File: config.mk
export PLATFORM = sky130hd
export DESIGN_NAME = fetch_stage
export DESIGN_NICKNAME = d
export VERILOG_FILES = /design/src/rtl/fetch_stage.sv
export SDC_FILE = /design/constraint.sdc
export NUM_CORES = 1
export LEC_CHECK = 0
export CAP_MARGIN = 20
export CORE_MARGIN = 2
export CORE_UTILIZATION = 50
export CTS_BUF_LIST = sky130_fd_sc_hd__clkbuf_4
export DETAILED_ROUTE_END_ITERATION = 7
export GPL_TIMING_DRIVEN = 0
export PLACE_DENSITY = 0.87
export SETUP_SLACK_MARGIN = 0.02
export SLEW_MARGIN = 20
export SYNTH_ARGS = -nofsm -noshare
export SYNTH_HDL_FRONTEND = slang
export SYNTH_SLANG_ARGS = --single-unit
File: constraint.sdc
create_clock -name CLK -period 3.15 [get_ports CLK]
set_input_delay 0.4725 -clock CLK [delete_from_list [all_inputs] [get_ports CLK]]
set_output_delay 0.4725 -clock CLK [all_outputs]
set_load 0.02 [all_outputs]
File: src/rtl/fetch_stage.sv
// fetch_stage: RV32I instruction fetch stage.
// Holds the PC, addresses the instruction ROM and captures its combinational
// output into the IF/ID register. Handles stall, branch/jump redirect and
// EBREAK halt.
// Optional build macro FETCH_PERF_CNT_EN adds FETCH_CNT / BUBBLE_CNT outputs.
//
// state | meaning
// ------+--------------------------------------------------------------
// BOOT  | first cycle after reset; ROM settles, IF/ID gets a bubble
// RUN   | normal fetch: REDIRECT > STALL > advance
// HALT  | EBREAK fetched; PC frozen, bubbles only, left only by RST
module fetch_stage #(
  parameter logic [31:0] RESET_PC     = 32'h0000_0000,
  parameter logic [31:0] NOP_INSTR    = 32'h0000_0013,
  parameter logic [31:0] EBREAK_INSTR = 32'h0010_0073
) (
  input  logic        CLK,
  input  logic        RST,
  input  logic        STALL,
  input  logic        REDIRECT,
  input  logic [31:0] TARGET,
  input  logic [31:0] INSTRUCTION_IN,
  output logic [31:0] INS_ADDRESS,
  output logic [31:0] PC_ID,
  output logic [31:0] PC4_ID,
  output logic [31:0] INSTR_ID,
  output logic        VALID_ID,
  output logic        HALTED
`ifdef FETCH_PERF_CNT_EN
  ,
  output logic [31:0] FETCH_CNT,
  output logic [31:0] BUBBLE_CNT
`endif
);

  localparam logic [1:0] ST_BOOT = 2'd0;
  localparam logic [1:0] ST_RUN  = 2'd1;
  localparam logic [1:0] ST_HALT = 2'd2;

  logic [1:0]  state_q, state_d;
  logic [31:0] pc_q, pc_d;
  logic [31:0] pc_id_q, pc_id_d;
  logic [31:0] pc4_id_q, pc4_id_d;
  logic [31:0] instr_id_q, instr_id_d;
  logic        valid_id_q, valid_id_d;
  logic [31:0] pc_plus4;
  logic        do_advance;
  logic        do_bubble;

  // The redirect target is forced word aligned, so its two low bits are dropped.
  logic        unused_target_lsb;
  assign unused_target_lsb = ^TARGET[1:0];

  assign pc_plus4 = pc_q + 32'd4;

  // Next-state logic for the FSM, the PC and the IF/ID register.
  always_comb begin
    state_d    = state_q;
    pc_d       = pc_q;
    pc_id_d    = pc_id_q;
    pc4_id_d   = pc4_id_q;
    instr_id_d = instr_id_q;
    valid_id_d = valid_id_q;
    do_advance = 1'b0;
    do_bubble  = 1'b0;

    case (state_q)
      ST_BOOT: begin
        do_bubble = 1'b1;
        state_d   = ST_RUN;
      end
      ST_RUN: begin
        if (REDIRECT) begin
          pc_d      = {TARGET[31:2], 2'b00};
          do_bubble = 1'b1;
        end else if (!STALL) begin
          do_advance = 1'b1;
          // An EBREAK parks the PC on its own address.
          if (INSTRUCTION_IN == EBREAK_INSTR) begin
            state_d = ST_HALT;
          end else begin
            pc_d = pc_plus4;
          end
        end
      end
      ST_HALT: begin
        do_bubble = 1'b1;
      end
      default: begin
        state_d = ST_BOOT;
      end
    endcase

    if (do_advance) begin
      pc_id_d    = pc_q;
      pc4_id_d   = pc_plus4;
      instr_id_d = INSTRUCTION_IN;
      valid_id_d = 1'b1;
    end else if (do_bubble) begin
      // PC_ID / PC4_ID intentionally hold through a bubble.
      instr_id_d = NOP_INSTR;
      valid_id_d = 1'b0;
    end
  end

  // State registers with synchronous reset.
  always_ff @(posedge CLK) begin
    if (RST) begin
      state_q    <= ST_BOOT;
      pc_q       <= RESET_PC;
      pc_id_q    <= 32'd0;
      pc4_id_q   <= 32'd0;
      instr_id_q <= NOP_INSTR;
      valid_id_q <= 1'b0;
    end else begin
      state_q    <= state_d;
      pc_q       <= pc_d;
      pc_id_q    <= pc_id_d;
      pc4_id_q   <= pc4_id_d;
      instr_id_q <= instr_id_d;
      valid_id_q <= valid_id_d;
    end
  end

  assign INS_ADDRESS = pc_q;
  assign PC_ID       = pc_id_q;
  assign PC4_ID      = pc4_id_q;
  assign INSTR_ID    = instr_id_q;
  assign VALID_ID    = valid_id_q;
  assign HALTED      = (state_q == ST_HALT);

`ifdef FETCH_PERF_CNT_EN
  logic [31:0] fetch_cnt_q, fetch_cnt_d;
  logic [31:0] bubble_cnt_q, bubble_cnt_d;

  // Counters step on advance/bubble edges; a stalled RUN edge is neither.
  always_comb begin
    fetch_cnt_d  = fetch_cnt_q + {31'd0, do_advance};
    bubble_cnt_d = bubble_cnt_q + {31'd0, do_bubble};
  end

  // Counter registers with synchronous clear.
  always_ff @(posedge CLK) begin
    if (RST) begin
      fetch_cnt_q  <= 32'd0;
      bubble_cnt_q <= 32'd0;
    end else begin
      fetch_cnt_q  <= fetch_cnt_d;
      bubble_cnt_q <= bubble_cnt_d;
    end
  end

  assign FETCH_CNT  = fetch_cnt_q;
  assign BUBBLE_CNT = bubble_cnt_q;
`endif

endmodule

======== Yosys cells after proc, flatten, opt, wreduce, memory -nomap -nowiden ========
Index checks and enable logic that the tools add are counted.
word-level totals
  output and inout port bits .............. 130
  flip-flop bits (word level) ............. 131
  ROM bits ................................ 0
  memory bits (writable) .................. 0
  bits in latches ......................... 0
  input port bits ......................... 68
  memories kept ........................... 0
  word-level logic and storage cells ...... 37
cells by class
  multiplexer cells ....................... 16
  $lt $le $gt $ge ......................... 0
  shift-type cells ........................ 0
  equality and inequality tests ........... 8
  reductions and logical operators ........ 5
  add/sub/neg operators ................... 1
  div/mod/pow operators ................... 0
  bitwise logic cells ..................... 1
  $mul .................................... 0
operator list
  kind                                                                      count
  32-bit 2-to-1 mux                                                         5
  32-bit by 3-bit adder with 32-bit output (second input constant)          1
  32-bit by 21-bit == test with 1-bit output (second input constant)        1
  2-bit inequality test (second input constant)                             4
  1-bit 2-to-1 mux                                                          6
  2-bit 2-to-1 mux                                                          3
  2-bit case mux with 3 select lines                                        1
  4-bit AND reduction                                                       1
  3-bit AND reduction                                                       1
  2-bit by 1-bit == test with 1-bit output (second input constant)          1
  2-bit == test (second input constant)                                     1
  2-bit logical NOT                                                         1
  2-bit by 1-bit inequality test with 1-bit output (second input constant)  1
  1-bit case mux with 2 select lines                                        1
  2-bit nonzero test                                                        1
  2-bit OR reduction                                                        1
  1-bit inverter                                                            1

======== Longest topological paths before layout ========
  word-level depth ........................ 5
  mapped depth ............................ 9
  mapped depth without buffers ............ 6

======== Worst setup path after synthesis ========
OpenSTA, ideal clock, no wires.
  path type ............................... register -> register
  from .................................... register pc_q[10], in the netlist INS_ADDRESS[10]
  to ...................................... register pc_q[19], in the netlist INS_ADDRESS[19]
  path buffers ............................ 1
  library setup time ...................... 0.088 ns
  data required time ...................... 3.062 ns
  period minus slack after synthesis ...... 2.012 ns
  cell stages (with the launch flop) ...... 7
  arrival time ............................ 1.923 ns
  path slack .............................. 1.138 ns
  cell sequence ........................... dfxtp_1 > buf_2 > nand4_4 > nor3_4 > nand4_2 > o41a_1 > o32ai_2
on the way
  word-level cells in the longest chain between the ends .. 4
ends and longest elaborated chain
  element                                   RTL line  text
  from (decl)                               41        logic [31:0] pc_q, pc_d;
  from (signal assigned)                    117       pc_q <= pc_d;
  32-bit by 3-bit adder with 32-bit output  54        assign pc_plus4 = pc_q + 32'd4;
  32-bit 2-to-1 mux                         79        if (INSTRUCTION_IN == EBREAK_INSTR) begin
  32-bit 2-to-1 mux                         76        end else if (!STALL) begin
  32-bit 2-to-1 mux                         73        if (REDIRECT) begin
No other way between the ends. The select of a mux whose other input is x is not followed.
A chain may end at the register's enable or synchronous reset.

======== Worst setup path after layout ========
  from .................................... input INSTRUCTION_IN[1]
  to ...................................... register pc_q[27], in the netlist INS_ADDRESS[27]
on the way
  word-level cells in the longest chain between the ends .. 3
ends and longest elaborated chain
  element                                     RTL line  text
  from (decl)                                 22        input logic [31:0] INSTRUCTION_IN,
  32-bit by 21-bit == test with 1-bit output  79
  2-bit inequality test (no source line)      --
  3-bit AND reduction (no source line)        --
No other way between the ends.

==> run_results.csv <==
group,metric,value,unit
setup_path,required,3610,ps
sta,tns,0,ps
pwr,powerDensity,416,nW/um^2
layout,final_util,72.8,%
clock_network,clock_sink_count,125,
detailed_routing,firstDrtPassIters,7,
placed_design,port-buffer-count,188,
synthesis,synth.distinct_cells,55,
synthesis,synth-edff-count,0,
clock_network,hold_buffers,0,
clock_network,cts_buffers,17,
floorplan,coreArea,10900,sq um
layout,final_common_cell,"clkdlybuf4s50_1",
pwr,ir_drop,0.246,mV
placed_design,place_ws,250,ps
pwr,total_power,3.30,mW
placed_design,hpwlAfterDp,14.7,mm
layout,drive_above_1_share,6.77,%
clock_network,path_clk_slew,110,ps
pwr,leakage,2.71,nW
sta,hold_viol,0,
synthesis,async_flop_share,0,%
sta,rsz0062_at_grt,"no",
layout,final_cell_area,7930,sq um
layout,antenna_cells,0,
synthesis,synth_area_leader_cell,"dfxtp_1",
detailed_routing,drtAntennaViolNets,0,
synthesis,ys_seq_elements,125,
sta,finalClockSkew,19.8,ps
clock_network,clk_latency,530,ps
floorplan,dieArea,12000,sq um
setup_path,critical_path_class,"in -> reg",
grt,grt_pass1_wl,30.3,mm
setup_path,endpoint_kind,"flop",
detailed_routing,viasPerCell,5.89,
sta,finalSetupViolCount,0,
clock_network,cts_setup_buffers,0,
setup_path,worst_setup_path_start_kind,"input port",
grt,first_global_vias,6065,
layout,mostFrequentLayoutCells,"188 x clkdlybuf4s50_1, 125 x dfxtp_1, 116 x nand2_1, 77 x nor2_1, 60 x a21oi_1",
clock_network,clockBufferDepth,2,
grt,grtUsageTotal,33.0,%
synthesis,synthTopCellsByArea,"dfxtp_1 45%, nand2_1 7.8%, a21oi_1 5.4%, nor2_1 5.2%, a22oi_1 4.0%",
setup_path,arrival,2880,ps
floorplan,start_util,51.3,%
synthesis,syn_area_per_cell,8.08,sq um
detailed_routing,drtIter0Drc,683,
placed_design,gp_congestion,0.932,
floorplan,rows,38,
grt,grt_start_max_net_pins,17,
synthesis,yosysSeqAreaShare,44.8,%
sta,relSlewSlack,55.2,%
grt,antenna_found_initial,0,
synthesis,synth_top_area_share,44.8,%
clock_network,root_buffer,"clkbuf_4",
placed_design,place_area,7660,sq um
clock_network,htreeDepth,4,
floorplan,die_h,110,um
sta,worst_slack,727,ps
detailed_routing,drcViolationCount,0,
setup_path,critPathMaxFanout,10,
sta,fmax,0.413,GHz
flow_run,maxCapViolCount,0,
sta,fin_crit_sh,76.9,%
floorplan,fp.dieW,110,um
run_status,status,"finished clean",
clock_network,ctsResizeCount,0,
clock_network,cts_tree,"built",
worst_hold_path,hold_class,"reg -> reg",
synthesis,postSynthCellCount,691,
sta,finalMaxSlewViolations,0,
floorplan,ios,198,
layout,areaGrowthSynthToFinish,42.0,%
synthesis,synthesis.area,5590,sq um
synthesis,ys.flop_type,"dfxtp_1",
sta,worst_slew_pin_slew,667,ps
synthesis,yosys_warnings,0,
detailed_routing,drt-wirelength-per-cell,18.7,um
grt,grt.overflow.total,0,
layout,final_nets,972,
sta,fin_crit,2420,ps
detailed_routing,finalWirelength,19.7,mm
detailed_routing,num_vias,6225,
-- where the power goes --
| group | leakage (nW) | total, mW | switching, mW | internal, mW |
|---|---|---|---|---|
| logic | 1.54 | 0.542 | 0.302 | 0.241 |
| registers | 1.02 | 1.68 | 0.0508 | 1.63 |
| clock network | 0.147 | 1.07 | 0.598 | 0.477 |
-- stage by stage --
stage | hold slack [ps] | instances
floorplan | 455 | 696
global placement | 441 | 1024
detailed placement | 447 | 1024
CTS | 461 | 1056
global route | 469 | 1056
finish | 461 | 1056
-- layout make-up --
cell class	instances	area, sq um
Fill cell	864	2960
Multi-Input combinational cell	498	2780
Sequential cell	125	2500
Timing Repair Buffer	188	1880
Buffer	69	307
Tap cell	140	175
Clock buffer	19	143
Clock inverter	13	125
Inverter	4	15.0
-- worst max-delay path: stages --
cell	delay, ps
clkdlybuf4s50_1	470
nor4bb_1	340
nand4_1	250
o31ai_2	600
clkbuf_1	470
nand3_1	150
o211ai_1	120
-- flip-flops by register name, indices dropped and copies added, names as in the netlist --
signal and flops:
PC4_ID 30, INSTR_ID 32, state_q 2, PC_ID 30, VALID_ID 1, INS_ADDRESS 30
-- per-layer routing --
metal / vias to the layer above / routed length, um / track usage (%)
met4: 0 / 532 / 13.9
met5: - / 0 / 0
li1: 2865 / - / -
met2: 441 / 9130 / 52.9
met1: 2854 / 7690 / 41.2
met3: 65 / 2380 / 9.78
-- cells by family (layout without fill, tap and decap cells) --
group,Yosys count,after routing,synth area share [%]
other cells,1,6,0.0671
xor+xnor,24,24,3.76
compound gates,185,185,21.6
simple gates,280,280,23.4
buf+inv,73,293,5.76
mux,2,2,0.358
flops,125,125,44.8
fa+ha+maj,1,1,0.224
-- synth_stat cells, drive strengths merged, types with 2 or more instances --
library cell	count
and2	4
a311oi	4
a22oi	30
nor2b	3
and3	3
nor2	77
clkbuf	44
a211oi	18
o22ai	3
nand2	116
a31oi	11
o31ai	6
and4	2
a21oi	60
mux2i	2
dfxtp	125
o211ai	5
nand4	19
nand2b	3
a32o	2
a21o	4
buf	25
inv	3
or3	7
nand3	25
o32ai	4
a22o	3
xnor2	7
o21a	3
nor3	10
o21ai	23
o41ai	4
nor4	7
xor2	17
o31a	3
-- worst paths after layout --
path / slack (ps) / end / cells after the start / from
worst max-delay path: 730 / INS_ADDRESS[27] / 7 / INSTRUCTION_IN[1]
worst min-delay path: 460 / PC_ID[8] / 2 / PC_ID[8]
worst max register to register: 730 / PC4_ID[23] / 7 / INS_ADDRESS[18]
worst min register to register: 460 / PC_ID[8] / 2 / PC_ID[8]
Power figures use the tool's default switching activity.
